File: src/rtl/bin_to_gray_stream.sv
// Streaming binary-to-Gray encoder with a 2-entry skid buffer and a successor flag.
// Optional gray_par output is enabled by defining BIN_TO_GRAY_PARITY_EN.
module bin_to_gray_stream #(
  parameter int WIDTH = 8
) (
  input  logic             clk,
  input  logic             rst_n,
  input  logic             in_valid,
  output logic             in_ready,
  input  logic [WIDTH-1:0] bin_in,
  output logic             out_valid,
  input  logic             out_ready,
  output logic [WIDTH-1:0] gray_out,
  output logic             out_step,
  output logic [15:0]      xfer_cnt
`ifdef BIN_TO_GRAY_PARITY_EN
  ,
  output logic             gray_par
`endif
);

  // Stored word layout, LSB first: gray, step flag, then parity when enabled.
`ifdef BIN_TO_GRAY_PARITY_EN
  localparam int PW = WIDTH + 2;
`else
  localparam int PW = WIDTH + 1;
`endif

  typedef enum logic [1:0] {
    S_EMPTY = 2'd0,
    S_ONE   = 2'd1,
    S_TWO   = 2'd2
  } state_e;

  state_e           state_q, state_d;
  logic             in_ready_q, in_ready_d;
  logic [PW-1:0]    out_word_q, out_word_d;
  logic [PW-1:0]    skid_word_q, skid_word_d;
  logic [WIDTH-1:0] prev_bin_q, prev_bin_d;
  logic             prev_vld_q, prev_vld_d;
  logic [15:0]      xfer_cnt_q, xfer_cnt_d;

  logic             accept;
  logic             xfer;
  logic [WIDTH-1:0] enc_gray;
  logic             enc_step;
  logic [PW-1:0]    enc_word;

  function automatic logic [WIDTH-1:0] to_gray(input logic [WIDTH-1:0] b);
    logic [WIDTH-1:0] g;
    g[WIDTH-1] = b[WIDTH-1];
    for (int i = 0; i < WIDTH - 1; i++) begin
      g[i] = b[i+1] ^ b[i];
    end
    return g;
  endfunction

  assign accept   = in_valid & in_ready_q;
  assign xfer     = (state_q != S_EMPTY) & out_ready;
  assign enc_gray = to_gray(bin_in);
  // Width-exact successor compare: the add wraps naturally at 2^WIDTH.
  assign enc_step = prev_vld_q && (bin_in == prev_bin_q + WIDTH'(1));

`ifdef BIN_TO_GRAY_PARITY_EN
  assign enc_word = {bin_in[0], enc_step, enc_gray};
  assign gray_par = out_word_q[WIDTH+1];
`else
  assign enc_word = {enc_step, enc_gray};
`endif

  always_comb begin
    state_d     = state_q;
    out_word_d  = out_word_q;
    skid_word_d = skid_word_q;
    prev_bin_d  = prev_bin_q;
    prev_vld_d  = prev_vld_q;
    xfer_cnt_d  = xfer ? xfer_cnt_q + 16'd1 : xfer_cnt_q;

    if (accept) begin
      prev_bin_d = bin_in;
      prev_vld_d = 1'b1;
    end

    case (state_q)
      S_EMPTY: begin
        if (accept) begin
          out_word_d = enc_word;
          state_d    = S_ONE;
        end
      end
      S_ONE: begin
        if (accept && xfer) begin
          out_word_d = enc_word;
        end else if (accept) begin
          skid_word_d = enc_word;
          state_d     = S_TWO;
        end else if (xfer) begin
          state_d = S_EMPTY;
        end
      end
      S_TWO: begin
        if (xfer) begin
          out_word_d = skid_word_q;
          state_d    = S_ONE;
        end
      end
      default: state_d = S_EMPTY;
    endcase

    in_ready_d = (state_d != S_TWO);
  end

  always_ff @(posedge clk or negedge rst_n) begin
    if (!rst_n) begin
      state_q     <= S_EMPTY;
      in_ready_q  <= 1'b1;
      out_word_q  <= '0;
      skid_word_q <= '0;
      prev_bin_q  <= '0;
      prev_vld_q  <= 1'b0;
      xfer_cnt_q  <= '0;
    end else begin
      state_q     <= state_d;
      in_ready_q  <= in_ready_d;
      out_word_q  <= out_word_d;
      skid_word_q <= skid_word_d;
      prev_bin_q  <= prev_bin_d;
      prev_vld_q  <= prev_vld_d;
      xfer_cnt_q  <= xfer_cnt_d;
    end
  end

  assign in_ready  = in_ready_q;
  assign out_valid = (state_q != S_EMPTY);
  assign gray_out  = out_word_q[WIDTH-1:0];
  assign out_step  = out_word_q[WIDTH];
  assign xfer_cnt  = xfer_cnt_q;

endmodule

File: config.mk
export PLATFORM = sky130hd
export DESIGN_NAME = bin_to_gray_stream
export DESIGN_NICKNAME = d
export VERILOG_FILES = /design/src/rtl/bin_to_gray_stream.sv
export SDC_FILE = /design/constraint.sdc
export NUM_CORES = 1
export LEC_CHECK = 0
export ABC_AREA = 1
export CORE_UTILIZATION = 50
export DETAILED_ROUTE_END_ITERATION = 16
export GPL_ROUTABILITY_DRIVEN = 1
export MAX_ROUTING_LAYER = met4
export PLACE_DENSITY = 0.76
export REMOVE_ABC_BUFFERS = 1
export SLEW_MARGIN = 20
export SYNTH_ARGS = -nofsm -noshare
export SYNTH_HDL_FRONTEND = slang
export SYNTH_SLANG_ARGS = --single-unit
File: constraint.sdc
create_clock -name clk -period 3.3 [get_ports clk]
set_input_delay 0.33 -clock clk [delete_from_list [all_inputs] [get_ports clk]]
set_output_delay 0.33 -clock clk [all_outputs]
set_load 0.01 [all_outputs]
==> impl_metrics.tcl, run 1 <==
set metrics [dict create \
    netlist_area_mm2 0.002377 \
    drt-met1-wl_um 2239 \
    post-cts-setup-buffers 0 \
    post_cts_resized 0 \
    criticalPathCategory "reg -> reg" \
    antenna_found_initial 0 \
    grt_pass1_wl_um 8300 \
    place_congestion 0.8202 \
    grt_pass1_vias 1839 \
    min_path_type "in -> async" \
    die_y_um 70.96 \
    rsz0062_at_grt "false" \
    critPathRequiredTime_ns 3.54 \
    numPortBuffers 38 \
    cts_buffer_depth 2 \
    p_leak_uw 0.001460 \
    setup_violations 0 \
    grt_start_max_net_pins 47 \
    grt_usage_pct 21.90 \
    clock-root-buffer "clkbuf_8" \
    dr_wl_met3_um 123 \
    h-tree-depth 2 \
    dpl.cell_count 382 \
    end_kind "flip-flop" \
    worstPathArrival_ns 2.23 \
    holdBufCountCts 0 \
    drv_slew 0 \
    cp_max_fo 17 \
    reg2regPathDepth 8 \
    viasPerCell 4.895 \
    seq_area_mm2 0.001152 \
    route.met2.wl_um 2267 \
    areaGrowthSynthToFinish_pct 23.79 \
    clock_skew_ns 0.007173 \
    drt_wl_total_um 4714 \
    path_clk_slew_ns 0.09 \
    layout-drive-gt1-share_pct 6.805 \
    vias 1909 \
    place_hpwl_um 3437 \
    syn_inst 295 \
    fmax_mhz 502.9 \
    ys_seq_elements 46 \
    critPathLaunchType "flip-flop" \
    status "complete, but fails checks" \
    avgSynthCellArea_um2 8.059 \
    failed_checks "DRC" \
    dr.max_layer_used "met4" \
    fin_cells 390 \
    power.density_mw_per_mm2 676.6 \
    rows 24 \
    ir_drop_mv 0.2432 \
    drtIter0Drc 90 \
    io_pins 39 \
    fill_cells 393 \
    die_w_um 70.96 \
    final.setup.tns_ns 0 \
    tightest_slew_ns 0.5782 \
    final-hold-violation-count 0 \
    initial_core_util_pct 53.13 \
    n_antenna_cell 0 \
    cts_tree "built" \
    most-common-layout-cells "nand2_1, dfrtp_1, clkdlybuf4s50_1, inv_1, nor2_1" \
    drc_errors 1 \
    die_area_mm2 0.005035 \
    cts.sinks 46 \
    synthDistinctLibCells 26 \
    grt-ovfl-total 0 \
    first_pass_iters 10 \
    final_common_cell "nand2_1" \
    multi_input_area_mm2 0.001070 \
    slew_headroom_pct 61.45 \
    maxCapViolCount 0 \
    post-route-min-period_ns 1.989 \
    ant_nets 0 \
    numCtsBuffers 5 \
    wl_per_cell_um 12.09 \
    clkLatencyLatePin_ns 0.30 \
    yosys_warnings 0 \
    yosysSeqAreaShare_pct 48.47 \
    nNetsFinal 351 \
    finalCritPeriodShare_pct 60.26 \
    core_mm2 0.004474 \
]
-- per-stage QoR --
| stage | instance area, um2 | setup slack [ns] | power [uW] | util, % | hold WS, ns |
|---|---|---|---|---|---|
| floorplan | 2357 | 1.627 | 1197 | - | 0.03441 |
| global placement | 2798 | 1.122 | 1471 | 62.53 | 0.4531 |
| detailed placement | 2798 | 1.017 | 1493 | 62.53 | 0.4590 |
| CTS | 2940 | 1.308 | 2014 | 65.72 | 0.2437 |
| global route | 2943 | 1.152 | 2128 | 65.77 | 0.07202 |
| finish | 2943 | 1.311 | 1991 | 65.77 | 0.02009 |
-- area by class of cell --
class                      instances  area share [%]
tap                               52           2.211
sequential                        46           39.16
multi-input combinational        210           36.35
clock inverter                     2           2.041
inverter                          36           4.592
clock buffer                       6           2.806
timing repair buffer              38           12.84
-- state kept, by name (all words and copies together) (netlist names) --
| name | cells |
|---|---|
| skid_word_q | 9 |
| prev_vld_q | 1 |
| in_ready | 1 |
| xfer_cnt | 16 |
| prev_bin_q | 8 |
| state_q | 2 |
| out_word_q | 9 |
-- critical path, cell delays in order (launching register included) --
cell,delay (ns)
dfstp_2,0.54
nand2_1,0.27
inv_1,0.30
a21oi_1,0.16
nor2_4,0.33
inv_1,0.12
nor2_1,0.11
nand2_1,0.06
nand2_1,0.05
-- final timing paths --
path,startpoint,to,slack (ns)
worst max-delay path,in_ready$_DFF_PN1_,out_word_q[8]$_DFFE_PN0P_,1.31
worst min-delay path,rst_n,prev_bin_q[4]$_DFFE_PN0P_,0.02
worst max register to register,in_ready$_DFF_PN1_,out_word_q[8]$_DFFE_PN0P_,1.31
worst min register to register,skid_word_q[4]$_DFFE_PN0P_,skid_word_q[4]$_DFFE_PN0P_,0.48
max in group asynchronous,rst_n,in_ready$_DFF_PN1_,2.88
min in group clk,skid_word_q[4]$_DFFE_PN0P_,skid_word_q[4]$_DFFE_PN0P_,0.48
-- Yosys cell counts (all sizes together) --
| cell | number | area share, % |
|---|---|---|
| nand2 | 109 | 18 |
| dfrtp | 45 | 47 |
| inv | 35 | 5.5 |
| nor2 | 33 | 7.4 |
| xor2 | 17 | 6.3 |
| nand3 | 13 | 2.9 |
| a31oi | 8 | 2.1 |
| o21ai | 8 | 1.7 |
| xnor2 | 7 | 2.6 |
| nor3 | 5 | 1.5 |
| nand4 | 4 | 1.1 |
| a21oi | 3 | 0.63 |
| buf | 2 | 0.68 |
| ha | 2 | 1.1 |
| clkbuf | 1 | 0.16 |
| clkinv | 1 | 0.16 |
| dfstp | 1 | 1.1 |
| or2 | 1 | 0.26 |
-- kinds of logic after synthesis --
family                     count (synthesis)  share of synthesized area [%]
and+or+nand+nor                          165                          30.68
DFF                                       46                          48.47
buffers and inverters                     39                          6.526
xor gates and xnor gates                  24                          8.842
AOI/OAI and AO/OA                         19                          4.421
adders and majority gates                  2                          1.052
-- layer usage --
layer / track usage (%) / vias to the layer above
met5: - / -
met4: 6.889 / 0
met3: 3.846 / 7
met2: 35.04 / 25
met1: 28.53 / 883
li1: - / 994
-- where the power goes --
group	switching (uW)	total, uW	internal, uW
clock network	191	514	323
logic	326	632	305
registers	120	846	725
total	637	1990	1350
Power figures use the tool's default switching activity.
==> run 2: changes to the inputs <==
--- a/config.mk
+++ b/config.mk
@@ -6,7 +6,7 @@
 export NUM_CORES = 1
 export LEC_CHECK = 0
 export ABC_AREA = 1
-export CORE_UTILIZATION = 50
+export CORE_UTILIZATION = 48
 export DETAILED_ROUTE_END_ITERATION = 16
 export GPL_ROUTABILITY_DRIVEN = 1
 export MAX_ROUTING_LAYER = met4
==> constraint.sdc (replaced) <==
create_clock -name clk -period 1.8 [get_ports clk]
set_input_delay 0.18 -clock clk [delete_from_list [all_inputs] [get_ports clk]]
set_output_delay 0.18 -clock clk [all_outputs]
set_load 0.01 [all_outputs]
==> impl_metrics.tcl, run 2 (same netlist as run 1, synthesis figures left out) <==
set metrics [dict create \
    status "completed" \
    layout-drive-gt1-share_pct 8.382 \
    viasPerCell 4.697 \
    grt_pass1_vias 1797 \
    final.setup.tns_ns 0 \
    dr_wl_met3_um 193 \
    tightest_slew_ns 0.5770 \
    nNetsFinal 359 \
    drv_slew 0 \
    clock_skew_ns 0.004927 \
    h-tree-depth 2 \
    grt_start_max_net_pins 47 \
    final_common_cell "nand2_1" \
    initial_core_util_pct 50.00 \
    die_area_mm2 0.005238 \
    cp_max_fo 3 \
    placed_cell_area_mm2 0.002869 \
    final_area_mm2 0.002975 \
    power.density_mw_per_mm2 1140 \
    io_pins 39 \
    rsz0062_at_grt "false" \
    rows 25 \
    numPortBuffers 38 \
    route.met2.wl_um 2208 \
    critPathRequiredTime_ns 1.62 \
    numCtsBuffers 5 \
    drt-met1-wl_um 2072 \
    worst_slack_ns 0.1718 \
    criticalPathCategory "reg -> out" \
    min_path_type "reg -> reg" \
    p_total_uw 3391 \
    core_mm2 0.004755 \
    vias 1940 \
    dpl.cell_count 404 \
    path_clk_slew_ns 0.08 \
    finalCritPeriodShare_pct 90.45 \
    ir_drop_mv 0.6153 \
    cts_tree "built" \
    setup_violations 0 \
    grt_usage_pct 20.25 \
    largest_reg_flops 16 \
    end_kind "primary output" \
    fmax_mhz 614.2 \
    p_leak_uw 0.001476 \
    drtIter0Drc 93 \
    n_antenna_cell 0 \
    grt-ovfl-total 0 \
    die_y_um 72.38 \
    wl_per_cell_um 10.96 \
    fin_cells 413 \
    maxCapViolCount 0 \
    place_congestion 0.9294 \
    post-route-min-period_ns 1.628 \
    ant_nets 0 \
    pre_cts_ws_ns 0.1162 \
    post-cts-setup-buffers 0 \
    fill_cells 409 \
    most-common-layout-cells "nand2_1, dfrtp_1, clkdlybuf4s50_1, inv_1, nor2_1" \
    cts.sinks 46 \
    slew_headroom_pct 61.53 \
    cts_buffer_depth 2 \
    place_hpwl_um 3432 \
    clock-root-buffer "clkbuf_8" \
    drt_wl_total_um 4527 \
    grt_pass1_wl_um 8004 \
    antenna_found_initial 0 \
    clkLatencyLatePin_ns 0.29 \
    areaGrowthSynthToFinish_pct 25.16 \
    dr.max_layer_used "met4" \
    drc_errors 0 \
    worstPathArrival_ns 1.45 \
    final-hold-violation-count 0 \
    critPathLaunchType "flip-flop" \
    first_pass_iters 4 \
    die_w_um 72.38 \
]
[run 2: power by group]
part	internal [uW]	leakage, uW	switching (uW)
clock network	310	0.0000482	333
registers	1330	0.000562	242
logic	585	0.000866	590
[run 2: per-stage QoR]
stage / utilization (%) / hold WS [ns]
after global placement: 60.34 / 0.3038
after detailed placement: 60.34 / 0.3002
final: 62.58 / 0.4764
after global routing: 62.58 / 0.4942
after CTS: 62.47 / 0.4797
after floorplan: - / -0.1156
[run 2: timing repair]
action	4_1_cts	5_1_grt
endpoints found under the hold margin	45	0
setup endpoints to repair	0	1
gates resized for setup	0	1
hold buffers	1	0
[run 2: path summary, 6_finish.rpt]
| check | depth (start not counted) | to | startpoint | slack [ns] |
|---|---|---|---|---|
| setup / recovery | 3 | out_valid | state_q[0]$_DFF_PN0_ | 0.17 |
| max in group asynchronous | 3 | prev_bin_q[5]$_DFFE_PN0P_ | rst_n | 0.91 |
| hold reg to reg | 2 | skid_word_q[0]$_DFFE_PN0P_ | skid_word_q[0]$_DFFE_PN0P_ | 0.48 |
| hold / removal | 2 | skid_word_q[0]$_DFFE_PN0P_ | skid_word_q[0]$_DFFE_PN0P_ | 0.48 |
| min in group asynchronous | 3 | xfer_cnt[2]$_DFFE_PN0P_ | rst_n | 0.49 |
| setup reg to reg | 9 | xfer_cnt[13]$_DFFE_PN0P_ | xfer_cnt[2]$_DFFE_PN0P_ | 0.29 |
[run 2: worst max-delay path: stages (launching register included)]
cell             delay [ns]
dfrtp_1                0.45
nor2_4                 0.19
inv_1                  0.06
clkdlybuf4s50_1        0.47
[run 2: routing by layer]
| metal | GRT usage (%) | vias to the layer above |
|---|---|---|
| li1 | - | 1012 |
| met1 | 24.48 | 880 |
| met2 | 34.06 | 44 |
| met3 | 4.306 | 4 |
| met4 | 6.100 | 0 |
| met5 | - | - |
[run 2: final cells by class]
type	count	area (um2)	share of cell area [%]
sequential	46	1152	38.73
multi-input combinational	210	1075	36.12
timing repair buffer	46	437.9	14.72
inverter	36	135.1	4.542
clock buffer	7	86.33	2.902
tap	67	83.83	2.817
clock inverter	1	5.005	0.1682
